===== src/rtl/sgd_data_loader.sv =====
// sgd_data_loader: assembles streamed label/feature words into packed rows,
// stores them in a small row memory and signals the trainer when loading is complete.
module sgd_data_loader #(
    parameter int LENGTH     = 16,
    parameter int F          = 11,
    parameter int DP         = 4,
    parameter int DATA_WIDTH = (F + 1) * LENGTH
) (
    input  logic                  CLK,
    input  logic                  RST,
    input  logic                  go,
    input  logic [3:0]            feat,
    input  logic [11:0]           data_points,
    input  logic [LENGTH-1:0]     in_data,
    input  logic                  in_valid,
    output logic                  in_ready,
    input  logic [11:0]           rd_addr,
    output logic [DATA_WIDTH-1:0] rd_data,
    output logic                  load_done,
    output logic                  start,
    output logic                  cfg_err
);

    localparam int AW = (DP > 1) ? $clog2(DP) : 1;

    localparam logic [3:0]  FMAX  = 4'(F);
    localparam logic [11:0] DPMAX = 12'(DP);

    localparam logic [1:0] S_IDLE   = 2'd0;
    localparam logic [1:0] S_LOAD   = 2'd1;
    localparam logic [1:0] S_COMMIT = 2'd2;
    localparam logic [1:0] S_DONE   = 2'd3;

    logic [1:0]            r_state;
    logic [3:0]            r_feat;
    logic [11:0]           r_dp;
    logic [3:0]            r_wcnt;
    logic [11:0]           r_dpcnt;
    logic [DATA_WIDTH-1:0] r_row;
    logic [DATA_WIDTH-1:0] r_rd_data;
    logic                  r_start;
    logic                  r_cfg_err;

    logic [DATA_WIDTH-1:0] r_mem [DP];

    logic w_cfg_ok;
    logic w_xfer;
    logic w_rd_ok;
    logic w_last_dp;

    assign w_cfg_ok  = (feat != 4'd0) && (feat <= FMAX) &&
                       (data_points != 12'd0) && (data_points <= DPMAX);
    assign w_xfer    = (r_state == S_LOAD) && in_valid;
    assign w_rd_ok   = (rd_addr < DPMAX);
    assign w_last_dp = (r_dpcnt == (r_dp - 12'd1));

    assign in_ready  = (r_state == S_LOAD);
    assign load_done = (r_state == S_DONE);
    assign start     = r_start;
    assign cfg_err   = r_cfg_err;
    assign rd_data   = r_rd_data;

    // Control FSM: configuration capture, word assembly and row commit sequencing
    always_ff @(posedge CLK) begin
        if (RST) begin
            r_state   <= S_IDLE;
            r_feat    <= 4'd0;
            r_dp      <= 12'd0;
            r_wcnt    <= 4'd0;
            r_dpcnt   <= 12'd0;
            r_row     <= '0;
            r_start   <= 1'b0;
            r_cfg_err <= 1'b0;
        end else begin
            r_start <= 1'b0;
            case (r_state)
                S_IDLE, S_DONE: begin
                    if (go) begin
                        if (w_cfg_ok) begin
                            r_feat    <= feat;
                            r_dp      <= data_points;
                            r_wcnt    <= 4'd0;
                            r_dpcnt   <= 12'd0;
                            r_row     <= '0;
                            r_cfg_err <= 1'b0;
                            r_state   <= S_LOAD;
                        end else begin
                            r_cfg_err <= 1'b1;
                        end
                    end
                end
                S_LOAD: begin
                    if (w_xfer) begin
                        for (int k = 0; k <= F; k++) begin
                            if (r_wcnt == 4'(k)) begin
                                r_row[DATA_WIDTH-1-LENGTH*k -: LENGTH] <= in_data;
                            end
                        end
                        r_wcnt <= r_wcnt + 4'd1;
                        if (r_wcnt == r_feat) begin
                            r_state <= S_COMMIT;
                        end
                    end
                end
                S_COMMIT: begin
                    r_row  <= '0;
                    r_wcnt <= 4'd0;
                    if (w_last_dp) begin
                        r_state <= S_DONE;
                        r_start <= 1'b1;
                    end else begin
                        r_dpcnt <= r_dpcnt + 12'd1;
                        r_state <= S_LOAD;
                    end
                end
                default: r_state <= S_IDLE;
            endcase
        end
    end

    // Row memory write; contents survive reset, but reset blocks a commit in flight
    always_ff @(posedge CLK) begin
        if (!RST && (r_state == S_COMMIT)) begin
            r_mem[r_dpcnt[AW-1:0]] <= r_row;
        end
    end

    // Registered read port; same-cycle commit to the read address returns old data
    always_ff @(posedge CLK) begin
        if (RST) begin
            r_rd_data <= '0;
        end else if (w_rd_ok) begin
            r_rd_data <= r_mem[rd_addr[AW-1:0]];
        end else begin
            r_rd_data <= '0;
        end
    end

endmodule


===== config.mk =====
export PLATFORM = sky130hd
export DESIGN_NAME = sgd_data_loader
export DESIGN_NICKNAME = d
export VERILOG_FILES = /design/src/rtl/sgd_data_loader.sv
export SDC_FILE = /design/constraint.sdc
export NUM_CORES = 1
export LEC_CHECK = 0
export CORE_UTILIZATION = 35
export DETAILED_ROUTE_END_ITERATION = 6
export GPL_TIMING_DRIVEN = 1
export PLACE_DENSITY = 0.51
export SYNTH_ARGS = -nofsm -noshare
export SYNTH_HDL_FRONTEND = slang
export SYNTH_SLANG_ARGS = --single-unit

===== constraint.sdc =====
create_clock -name CLK -period 19.03 [get_ports CLK]
set_clock_uncertainty 0.1 [all_clocks]
set_input_delay 3.806 -clock CLK [delete_from_list [all_inputs] [get_ports CLK]]
set_output_delay 3.806 -clock CLK [all_outputs]
set_load 0.02 [all_outputs]

# Yosys cells after proc, flatten, opt, wreduce, memory -nomap -nowiden
# Memory sizes are Yosys's and may differ from the RTL's. A register that Yosys moved wholly into a read port is not among the register bits.
# Index checks and enable logic that the tools add are counted.
# Widths: inputs -> output; s select.
[totals] in_bits=48 output_inout_bits=196 mem_count=1 elab_cells=126 mem_bits_rw=768 ff_bits=228
[mem_list] name="r_mem" depth=4 width=192 rd=1 rd_clocked_by_memory_dff=1 wr=1 line_no="44" source="logic [DATA_WIDTH-1:0] r_mem [DP];"
[classes] muxes=34 n_addsub=3 n_lt_le_gt_ge=3 bitwise=2 n_reduce_logical=31 eq_ne=33
[ops] op="$mux 192" count=3
[ops] op="$pmux 192 s3" count=1
[ops] op="$mux 16" count=12
[ops] op="$reduce_and 4->1" count=14
[ops] op="$mux 12" count=3
[ops] op="$ne 2x1->1 const B" count=14
[ops] op="$pmux 12 s2" count=1
[ops] op="$eq 4x3->1 const B" count=4
[ops] op="$eq 4x4->1 const B" count=4
[ops] op="$add 12x1->12 const B" count=1
[ops] op="$eq 12x12->1" count=1
[ops] op="$le 12x3->1 const B" count=1
[ops] op="$lt 12x3->1 const B" count=1
[ops] op="$mux 4" count=3
[ops] op="$pmux 4 s3" count=1
[ops] op="$reduce_bool 12->1" count=1
[ops] op="$sub 12x1->12 const B" count=1
[ops] op="$mux 2" count=5
[ops] op="$eq 4x2->1 const B" count=2
[ops] op="$ne 2x2->1 const B" count=3
[ops] op="$pmux 2 s3" count=1
[ops] op="$reduce_and 3->1" count=2
[ops] op="$reduce_or 2->1" count=3
[ops] op="$logic_and 1x1->1" count=5
[ops] op="14 further kinds" count=19

# Depth between registers and ports, before layout
[depth] word_depth=7 mapped_depth=11 depth_no_buf=9

# Worst setup path before layout
# No wires, ideal clock.
[synth_timing] kind="input-to-reg" startpoint="in RST" endpoint="mem r_mem[3][0] (netlist bit), enable pin" setup_time_ps=979 arrival_ps=17136 cell_stages=3 path_buffers=2 required_ps=17951 setup_slack_ps=815 path_cell_list="clkbuf_1 clkbuf_1 nor3_1"
[synth_between] elab_chain_cells=4
[synth_lines] item="start: declaration" line_no="10" source="input logic RST,"
[synth_lines] item="$logic_not 1->1" line_no="123" source="if (!RST && (r_state == S_COMMIT)) begin"
[synth_lines] item="$logic_and 1x1->1" line_no="123"
[synth_lines] item="$mux 1" line_no="123"
[synth_lines] item="$mux 1 (implied by the code)" line_no="124" source="r_mem[r_dpcnt[AW-1:0]] <= r_row;"
[synth_lines] item="end: declaration" line_no="44"
# Every way passes these cells.

# Final worst setup path
[layout_timing] startpoint="in feat[0]" endpoint="reg r_row[25]"
[layout_between] elab_chain_cells=6 word_cells_on_any_way=7 classes_between="order compare (1); eq/ne (1); reduce/logical (5)"
[layout_lines] item="start: declaration" line_no="12" source="input logic [3:0] feat,"
[layout_lines] item="$le 4x4->1 or $reduce_bool 4->1 (tied branches)" line_no="51" source="assign w_cfg_ok = (feat != 4'd0) && (feat <= FMAX) &&"
[layout_lines] item="$logic_and 1x1->1 * (2 in a row)" line_no="51"
[layout_lines] item="$logic_and 1x1->1 *" line_no="52" source="(data_points != 12'd0) && (data_points <= DPMAX);"
[layout_lines] item="$ne 2x2->1 (no line) *"
[layout_lines] item="$reduce_and 4->1 (no line) *"
[layout_lines] item="end signal: indexed assignment" line_no="96" source="r_row[DATA_WIDTH-1-LENGTH*k -: LENGTH] <= in_data;"
[layout_lines] item="end: declaration" line_no="39" source="logic [DATA_WIDTH-1:0] r_row;"
# Mark *: on every way between the ends. The rest lies on a longest branch, timed or not.
# A chain may end at the register's enable or synchronous reset.

==> summary.md <==
| Metric | Value |
|---|---|
| Clock Tree Root | clkbuf_16 |
| Post-synthesis compound-gate area fraction | 3.45% |
| Sequential-to-total area share from yosys stat | 74.7% |
| Status | complete, no violations |
| Hold WC Path Type | register to register |
| Top_reg_cell synth | edfxtp_1 |
| Worst-case vdd ir drop | 0.0845 mV |
| Yosys reg bits | 1188 |
| CTS buffer count | 130 |
| Async S/R FF share, synth | 0% |
| Syn Inst Count | about 2600 |
| Max Cap Viol | 0 |
| # Post-CTS Setup Buffers | 0 |
| Data arrival, critical path | 7.33 ns |
| Slew headroom | 12.2% |
| Worst-margin pin slew | about 1.3 ns |
| Layout cells sized above 1 | 14.7% |
| Worst-path clk slew | 0.06 ns |
| Syn Std Cell Area | 42100 um2 |
| Final WS setup | 12.26 ns |
| Vias | 22800 |
| GRT Util Overall | 17.2% |
| Number of nets in the final layout | ~2900 |
| Post-synth EDFFs | 768 |
| Core area | about 120000 um2 |
| H-tree level count | 4 |
| Worst R2R Path Depth | 5 |
| Post-synth top area share | 54.8% |
| Die area | 122000 um2 |
| Comb pwr share | approximately 3.2% |
| Worst r2r src | r_state[0] |
| PwrDens | 108 nW/um2 |
| Net Count, Synth | around 2700 |
| Main combinational cell family by area after synthesis | multiplexers |
| DPL Wire Length | 57500 um |
| Design Power | 5.44 mW |
| 1st-iter DRT viols | 1947 |
| Initial Utilization | 35.5% |
| Final Hold Viols | 0 |
| Drt drc | 0 |
| DRT antenna net count | 0 |
| Layout Cells excl Fill | roughly 4500 |
| CTS max path bufs | 3 |
| Adder-cell share of the synthesized area | less than 1% |
| Final setup fails | 0 |
| CP Launch Point | feat[0] |
| Net switching fraction of the power | 20.8% |
| CTS tree | done |
| Vias in the first global route | 23800 |
| Flop pwr share | 50.0% |
| Ys Warns | 0 |
| Post-route cell area | about 50000 um2 |
| First-pass GRT wire length | 154000 um |
| 1st-pass router iterations | 7 |
| Top Ports | 244 |
| WL final | 104000 um |
| XOR/XNOR share of the synthesized area | 0.395% |
| # port buffers | about 240 |
| Critical Path Sink Type | register |
| # resized after CTS | 0 |
| CP endpoint | r_row[25] |
| Final Max Slew Viols | 0 |
| Worst R2R Setup Slack | 15.55 ns |
| Synth top area cells | edfxtp_1 (55%), dfxtp_1 (20%), mux4_2 (10%) |
| DR WL/cell | 23.0 um |
| Final setup TNS | 0 ns |
| Worst EP required | 19.59 ns |
| N_diodes | 0 |
| CP Launch Type | input pin |
| P_sw | 1.13 mW |
| Post-Place Setup Slack | 11.52 ns |
| Fmax | 0.148 GHz |
| Tmin final | 6.77 ns |
| Initial antenna violation count | 7 |
| Post-placement cell count | between 4000 and 5000 |
| Reg2reg end | r_row[25] |
| Largest net degree at the start of global routing | 147 |
| Hold_buf cts | 0 |
| RSZ-0062 raised after global routing | no |
| P_int | 4.31 mW |
| Period utilization | 35.6% |
| Leakage power | 15.8 nW |
| Most common cell after layout, fill and taps aside | edfxtp_1 |
| Simple-gate area share of the yosys netlist | roughly 9% |
| Area grow syn2layout | 19.7% |
| Clock share of power | 46.8% |
| Global placement routability congestion | around 0.75 |
| Latest clock arrival within the worst-skew pair | 0.73 ns |
| CTS Sinks | 1188 |
| Row count | 126 |
| Via density | 5.04 |
| Leading area contributor after synthesis | edfxtp_1 |
| Post-synthesis mux area share | 10.3% |
| Synth cell types | 56 |
| DP Area | 46100 um2 |
| Grt ovf | 0 |
| Commonest non-fill, non-tap cells in the layout | edfxtp_1 (768), dfxtp_1 (420), clkdlybuf4s50_1 (240) |
| Die Wd | 349 um |
| Crit-path max FO | 100 |
| Avg Cell Area, Syn | around 16 um2 |
| Crit Path Category | input pin to register |
| Die height | 349 um |
logic make-up after synthesis:
| logic type | count (synthesis) |
|---|---|
| buffers and inverters | 197 |
| AO/OA/AOI/OAI | 258 |
| XOR/XNOR | 19 |
| flip-flops | 1188 |
| multiplexers | 194 |
| adder cells (fa/ha/maj) | 13 |
| AND/OR/NAND/NOR | 740 |
power by group through the flow:
stage / clock, mW / combinational [mW] / sequential [mW]
finish: 2.54 / 0.176 / 2.72
global route: 2.70 / 0.187 / 2.71
CTS: 2.60 / 0.180 / 2.71
detailed placement: 0 / 0.180 / 2.77
global placement: 0 / 0.180 / 2.77
floorplan: 0 / 0.108 / 2.77
registers in the layout (all words and copies together) (netlist names):
signal	cells
r_feat	4
start	1
cfg_err	1
r_state	2
r_dp	12
r_mem	768
r_wcnt	4
r_row	192
rd_data	192
r_dpcnt	12
routing by layer:
layer,vias up,track usage [%],part of all wire [%]
li1,10200,-,-
met1,11800,22.7,43
met3,163,3.53,6.0
met2,679,28.3,48
met5,-,0,0.0086
met4,2,5.42,2.2
critical path, stage by stage:
cell and delay (ns):
clkdlybuf4s50_1 0.41, or4_1 0.52, nand4_1 0.29, o21ai_1 0.12, buf_4 0.22, nand2b_4 0.43
buf_4 0.98, a31oi_1 0.21, nor2_1 0.17
synth_stat cells (4+ instances only):
cell type,number
nand4_1,15
nand2_1,175
nor2b_1,194
a21oi_1,153
and2_1,34
nor4_1,5
mux4_2,192
buf_6,4
buf_1,19
ha_1,13
nand3_1,135
dfxtp_1,420
xor2_1,9
edfxtp_1,768
or4_1,6
buf_2,23
and3_1,4
nor3_1,11
nor2_1,143
xnor2_1,10
inv_1,17
o21ai_0,11
a31oi_1,67
clkbuf_1,133
worst min path at each step:
| stage | start | cells after the start | slack, ns | end |
|---|---|---|---|---|
| floorplan | r_dp[11] | 1 | 0.35 | r_dp[11] |
| global placement | r_row[72] | 0 | 0.37 | r_mem[3][72] |
| detailed placement | r_dp[11] | 1 | 0.37 | r_dp[11] |
| CTS | r_dp[11] | 1 | 0.39 | r_dp[11] |
| global route | r_row[168] | 0 | 0.41 | r_mem[0][168] |
| finish | r_dp[11] | 1 | 0.38 | r_dp[11] |
final cells by class:
class | instances | area [um2]
clock inverter | 64 | 713
fill | 10500 | 68300
tap | 1600 | 2000
sequential | 1188 | 31500
timing repair buffer | 264 | 2650
inverter | 17 | 63.8
clock buffer | 172 | 3650
multi-input combinational | 1224 | 9870
per-stage QoR:
step / hold slack [ns] / utilization, %
3_3_place_gp: 0.366 / 38.8
5_1_grt: 0.406 / 42.5
2_1_floorplan: 0.350 / -
3_5_place_dp: 0.368 / 38.8
6_report: 0.381 / 42.5
4_1_cts: 0.386 / 42.5
No activity file was read; power rests on OpenSTA's default activity.
